--- src/rtl/quad_input_filter.sv ---
// Quadrature input conditioner for one rotary encoder: a two-flop synchronizer
// per channel followed by a per-channel stability filter, plus diagnostics
// for rejected glitches and for simultaneous A/B output changes.
//
// Ports:
//   CLOCK_50    in   system clock, 50 MHz
//   reset       in   synchronous, active-high reset
//   a_in, b_in  in   raw encoder channels, asynchronous, idle high
//   a_out       out  filtered channel A, to decoder
//   b_out       out  filtered channel B, to decoder
//   glitch_cnt  out  saturating count of rejected transitions, both channels
//   dbl_err     out  one-cycle pulse: a_out and b_out updated on the same edge
module quad_input_filter #(
  parameter int unsigned STABLE_CYCLES = 500,
  parameter int unsigned GLITCH_W      = 8
) (
  input  logic                CLOCK_50,
  input  logic                reset,
  input  logic                a_in,
  input  logic                b_in,
  output logic                a_out,
  output logic                b_out,
  output logic [GLITCH_W-1:0] glitch_cnt,
  output logic                dbl_err
);

  localparam int unsigned CNT_W = $clog2(STABLE_CYCLES + 1);
  localparam int unsigned SUM_W = GLITCH_W + 1;
  localparam logic [CNT_W-1:0] CNT_LAST = CNT_W'(STABLE_CYCLES - 1);

  // Channel index 0 is A, index 1 is B.
  logic [1:0]            raw;
  logic [1:0]            sync_s1;
  logic [1:0]            sync_s2;
  logic [1:0]            filt_q;
  logic [1:0]            filt_nxt;
  logic [1:0][CNT_W-1:0] cnt_q;
  logic [1:0][CNT_W-1:0] cnt_nxt;
  logic [1:0]            glitch_evt;
  logic [SUM_W-1:0]      glitch_sum;
  logic [GLITCH_W-1:0]   glitch_nxt;
  logic                  dbl_nxt;

  assign raw = {b_in, a_in};

  // Two-flop synchronizer; flops reset to the idle-high level.
  always_ff @(posedge CLOCK_50) begin
    if (reset) begin
      sync_s1 <= 2'b11;
      sync_s2 <= 2'b11;
    end else begin
      sync_s1 <= raw;
      sync_s2 <= sync_s1;
    end
  end

  // Stability filter: follow sync_s2 only after it has differed from the
  // output for STABLE_CYCLES consecutive clocks; an early return is a glitch.
  always_comb begin
    filt_nxt   = filt_q;
    cnt_nxt    = cnt_q;
    glitch_evt = 2'b00;
    for (int i = 0; i < 2; i++) begin
      if (sync_s2[i] != filt_q[i]) begin
        if (cnt_q[i] == CNT_LAST) begin
          filt_nxt[i] = sync_s2[i];
          cnt_nxt[i]  = '0;
        end else begin
          cnt_nxt[i] = cnt_q[i] + CNT_W'(1);
        end
      end else if (cnt_q[i] != '0) begin
        cnt_nxt[i]    = '0;
        glitch_evt[i] = 1'b1;
      end
    end
  end

  // Glitch counter adds 0..2 per cycle; the extra sum bit flags overflow so
  // a +2 step from max-1 clamps instead of wrapping.
  always_comb begin
    glitch_sum = {1'b0, glitch_cnt} + SUM_W'(glitch_evt[0]) + SUM_W'(glitch_evt[1]);
    glitch_nxt = glitch_sum[GLITCH_W] ? {GLITCH_W{1'b1}} : glitch_sum[GLITCH_W-1:0];
  end

  // Both filtered outputs flipping together is an illegal quadrature step.
  always_comb begin
    dbl_nxt = &(filt_nxt ^ filt_q);
  end

  // Filter state and diagnostic registers.
  always_ff @(posedge CLOCK_50) begin
    if (reset) begin
      filt_q     <= 2'b11;
      cnt_q      <= '0;
      glitch_cnt <= '0;
      dbl_err    <= 1'b0;
    end else begin
      filt_q     <= filt_nxt;
      cnt_q      <= cnt_nxt;
      glitch_cnt <= glitch_nxt;
      dbl_err    <= dbl_nxt;
    end
  end

  assign a_out = filt_q[0];
  assign b_out = filt_q[1];

endmodule
--- config.mk ---
export PLATFORM = sky130hd
export DESIGN_NAME = quad_input_filter
export DESIGN_NICKNAME = d
export VERILOG_FILES = /design/src/rtl/quad_input_filter.sv
export SDC_FILE = /design/constraint.sdc
export NUM_CORES = 1
export LEC_CHECK = 0
export CAP_MARGIN = 20
export CORE_MARGIN = 2
export CORE_UTILIZATION = 61
export CTS_CLUSTER_SIZE = 20
export DETAILED_ROUTE_END_ITERATION = 8
export DONT_BUFFER_PORTS = 1
export PLACE_DENSITY_LB_ADDON = 0.08
export SYNTH_ARGS = -nofsm -noshare
export SYNTH_HDL_FRONTEND = slang
export SYNTH_SLANG_ARGS = --single-unit
--- constraint.sdc ---
create_clock -name CLOCK_50 -period 2.6 [get_ports CLOCK_50]
set_clock_uncertainty 0.15 [all_clocks]
set_input_delay 0.13 -clock CLOCK_50 [delete_from_list [all_inputs] [get_ports CLOCK_50]]
set_output_delay 0.13 -clock CLOCK_50 [all_outputs]
set_load 0.1 [all_outputs]
## Yosys cells after proc, flatten, opt, wreduce, memory -nomap -nowiden

Cells that the tools add are included.
Widths: inputs -> output; s select.

| operators by class | value |
|---|---|
| divide/modulo/power cells | 0 |
| shifts and indexed selects | 0 |
| multiplexer cells | 15 |
| order comparisons | 0 |
| $add $sub $neg | 4 |
| bitwise logic cells | 1 |
| reduce and logical (&&, ||, !) cells | 5 |
| equality and inequality tests | 4 |
| $mul | 0 |

Operators by type and width:

| operator | count |
|---|---|
| $mux 9 | 6 |
| $add 9x1->9 const B | 2 |
| $eq 9x9->1 const B | 2 |
| $reduce_bool 9->1 | 2 |
| $add 8x1->9 | 1 |
| $add 9x1->9 | 1 |
| $mux 1 | 8 |
| $mux 8 | 1 |
| $reduce_bool 2->1 | 2 |
| $ne 1x1->1 | 2 |
| $reduce_and 2->1 | 1 |
| $xor 2x2->2 | 1 |

| word-level totals | value |
|---|---|
| latch bits | 0 |
| bits in writable memories | 0 |
| input port bits | 4 |
| ROM bits | 0 |
| memories | 0 |
| flip-flop bits (word level) | 33 |
| logic and storage cells | 36 |

## Logic depth before layout (Yosys ltp)

| logic depth | value |
|---|---|
| depth in word-level cells | 6 |
| gate-level depth with buffers | 11 |
| depth with buffers taken out | 11 |

## Worst setup path before layout

No wires, ideal clock.

| timing | value |
|---|---|
| path kind | register to register |
| start point | register filt_q[0] |
| end point | register glitch_cnt[0] |
| required time | 2.375 ns |
| data arrival time | 2.715 ns |
| cell stages (with the launch flop) | 9 |
| period minus slack after synthesis | 2.940 ns |
| path slack | -0.340 ns |
| cells stage by stage | dfxtp_1 -> xnor2_1 -> nand2_1 -> fa_1 -> inv_1 -> ha_1 -> and4_1 -> nand4_1 -> a21oi_1 |

| on the way | value |
|---|---|
| word-level cells in the longest chain between the ends | 5 |

Ends and longest elaborated chain:

| item | line | RTL |
|---|---|---|
| start, declared | 35 | `logic [1:0] filt_q;` |
| start signal, assigned | 98 | `filt_q <= filt_nxt;` |
| $ne 1x1->1 | 64 | `if (sync_s2[i] != filt_q[i]) begin` |
| $mux 1 | 64 |  |
| $add 8x1->9 | 81 | `glitch_sum = {1'b0, glitch_cnt} + SUM_W'(glitch_evt[0]) + SUM_W'(glitch_evt[1]);` |
| $add 9x1->9 | 81 |  |
| $mux 8 | 82 | `glitch_nxt = glitch_sum[GLITCH_W] ? {GLITCH_W{1'b1}} : glitch_sum[GLITCH_W-1:0];` |
| end signal, assigned | 100 | `glitch_cnt <= glitch_nxt;` |
| end, declared | 23 | `output logic [GLITCH_W-1:0] glitch_cnt,` |

No other way between the ends.
A chain may end at the register's enable or synchronous reset.

## Final worst setup path

| timing | value |
|---|---|
| start point | register cnt_q[9] (netlist bit) |
| end point | register glitch_cnt[0] |

| on the way | value |
|---|---|
| word-level cells in the longest chain between the ends | 5 |

Ends and longest elaborated chain:

| item | line | RTL |
|---|---|---|
| start, declared | 37 | `logic [1:0][CNT_W-1:0] cnt_q;` |
| start signal, assigned | 99 | `cnt_q <= cnt_nxt;` |
| $reduce_bool 9->1 | 71 | `end else if (cnt_q[i] != '0) begin` |
| $mux 1 | 71 |  |
| $mux 1 | 64 |  |
| $add 9x1->9 | 81 |  |
| $mux 8 | 82 |  |

No other way between the ends.

==> results_dict.tcl <==
set metrics [dict create \
    leakage_nw 0.631 \
    yosysMostFrequentCell "dfxtp_1" \
    core_area_um2 2280 \
    layout.nets 200 \
    multi_input_area_um2 822 \
    hold_start "sync_s1[1]$_SDFF_PP1_" \
    worst_setup_path_end_kind "register" \
    grt_pass1_wl_mm 4.80 \
    post-place-ws_ps 39.7 \
    die-height_um 53.7 \
    holdPathEnd "sync_s2[1]$_SDFF_PP1_" \
    p_per_area_nw_per_um2 488 \
    crit_required_ps 2700 \
    hold_depth 1 \
    start_util_pct 66.1 \
    yosysSeqAreaShare_pct 43.9 \
    grt_pass1_vias 1156 \
    drc 0 \
    ys_ff_latch 33 \
    insertion_delay_ps 330 \
    status "complete, no violations" \
    die-width_um 53.7 \
    io_buffers 0 \
    syn_area_um2 1510 \
    crit_type "reg -> reg" \
    postPlaceCellArea_um2 1660 \
    avgSynthCellArea_um2 9.12 \
    antenna_left 0 \
    ys.flop_type "dfxtp_1" \
    synth_fp_nets 175 \
    fillerInstances 150 \
    cp_max_fo 6 \
    via_per_inst 6.00 \
    cts_sinks 33 \
    clk_pin_slew_ps 90 \
    synth_enable_flop_cells 0 \
    wl_per_cell_um 13.9 \
    regArea_um2 673 \
    yosys_warnings 0 \
    cap_violations 0 \
    slew_headroom_pct 37.6 \
    synth.cells.most_frequent "dfxtp_1 (33), a21oi_1 (18), inv_1 (13)" \
    setup_viol 0 \
    hold_ws_ps 266 \
    startpoint_type "register" \
    reg2reg_to "glitch_cnt[0]$_SDFF_PP0_" \
    cts_htree_levels 2 \
    yosys-top-cells-area "dfxtp_1 (44%), a21oi_1 (6.0%), ha_1 (4.2%)" \
    worst_slew_pin_slew_ps 934 \
    pin_count 15 \
    diodes 0 \
    die_area_um2 2880 \
    clockBufferDepth 2 \
    grt_usage_pct 23.4 \
    power_uw 875 \
    postRouteWirelength_mm 3.03 \
    rows 17 \
    fin_util_pct 78.7 \
    area_growth_pct 19.0 \
    gp_congestion 0.821 \
    max_freq_mhz 409 \
    cts_buffers 5 \
    final_max_slew_viol_count 0 \
    drt_iter0_drc 34 \
    synth_top_area_cell "dfxtp_1" \
    fin_crit_sh_pct 94.0 \
    ff2ff_path_depth 12 \
    hold_class "reg -> reg" \
    clock-root-buffer "clkbuf_4" \
    final_cell_area_um2 1790 \
    worstPathArrival_ps 2540 \
    drive_gt1_share_pct 23.7 \
    fin_ws_ps 155 \
    fin_crit_ps 2440 \
    r2r_setup_slack_ps 160 \
    cp-startpoint "cnt_q[9]$_SDFFE_PP0P_" \
    grt_max_degree 20 \
    finalHoldViolCount 0 \
    syn_inst 165 \
    overflow 0 \
    post-dp-hpwl_mm 2.10 \
    r2r-start "cnt_q[9]$_SDFFE_PP0P_" \
    firstDrtPassIters 4 \
    vdd_ir_drop_max_v 0.000479 \
    via_count 1309 \
    synth_top_area_share_pct 43.9 \
    cts_tree "yes" \
    synthArstFlopShare_pct 0 \
    antenna_found_initial 0 \
    synth.distinct_cells 34 \
]
==> registers in the layout (all words and copies together) (netlist names) <==
signal      flops
cnt_q          18
dbl_err         1
filt_q          2
glitch_cnt      8
sync_s1         2
sync_s2         2
==> where the power goes <==
part	leakage (nW)	internal [mW]	switching, mW	total (mW)
logic	0.330	0.0243	0.0467	0.0710
clock network	0.0314	0.128	0.159	0.287
registers	0.269	0.512	0.00556	0.518
total	0.631	0.664	0.211	0.875
==> per-stage QoR <==
step                      setup TNS (ps)  std cells
final                                  0        218
after global routing               -14.7        218
after CTS                              0        218
after detailed placement               0        207
after global placement                 0        207
after floorplan                        0        165
==> layout make-up <==
| class | count | share of cell area [%] |
|---|---|---|
| clock buffer | 7 | 3.07 |
| multi-input combinational | 117 | 45.9 |
| tap | 28 | 1.96 |
| timing repair buffer | 20 | 8.80 |
| inverter | 13 | 2.72 |
| sequential | 33 | 37.6 |
==> metal layers <==
metal	track usage (%)	routed length (um)
met2	37.4	1490
met5	0	0
met4	11.5	47
met1	28.4	1330
met3	7.22	162
==> cells by family (layout without fill, tap and decap cells) <==
group,after synthesis,in the layout,share of synthesized area (%)
DFF,33,33,43.9
buffers and inverters,15,40,3.74
and+or+nand+nor,62,62,26.0
xor gates and xnor gates,10,10,5.82
adders and majority gates,6,6,5.49
AOI/OAI and AO/OA,39,39,15.0
==> worst max-delay path by stage <==
stage,endpoint,slack (ps),depth (start not counted)
after global placement,glitch_cnt[5]$_SDFF_PP0_,110,11
after CTS,glitch_cnt[5]$_SDFF_PP0_,60,12
after global routing,glitch_cnt[5]$_SDFF_PP0_,-9,12
after detailed placement,glitch_cnt[5]$_SDFF_PP0_,40,11
final,glitch_cnt[0]$_SDFF_PP0_,160,12
after floorplan,glitch_cnt[0]$_SDFF_PP0_,30,8
==> cell usage in the layout (no fill, tap or decap), types with 2 or more instances in the layout <==
| cell | instances |
|---|---|
| clkbuf_4 | 5 |
| nand4_1 | 8 |
| buf_4 | 17 |
| o211ai_1 | 2 |
| xnor2_1 | 7 |
| dfxtp_4 | 2 |
| nor3_1 | 2 |
| dlygate4sd3_1 | 3 |
| nor2_1 | 5 |
| nor4_2 | 2 |
| or3_1 | 9 |
| inv_1 | 13 |
| dfxtp_1 | 27 |
| ha_1 | 5 |
| dfxtp_2 | 4 |
| nand2_1 | 8 |
| xor2_1 | 3 |
| nor4b_2 | 3 |
| nand4bb_1 | 2 |
| nand3_1 | 9 |
| a21oi_1 | 18 |
| o21ai_0 | 11 |
| or2_2 | 5 |
| a211o_1 | 2 |
==> critical path: stages, from the launching register on <==
cell	delay (ps)
dfxtp_4	380
inv_1	60
ha_1	190
nor4b_2	160
nand2_1	80
nand2_1	60
fa_1	390
inv_1	70
ha_1	150
and4_4	260
nand4_1	100
buf_4	180
a21oi_1	130
==> timing repair <==
action | in CTS | in global routing
endpoints found under the hold margin | 26 | 0
setup buffers | 1 | 0
endpoints found under the setup margin | 3 | 8
gates resized for setup | 0 | 11
hold buffers | 3 | 0
Note: power is estimated with default switching activity, not from simulation.
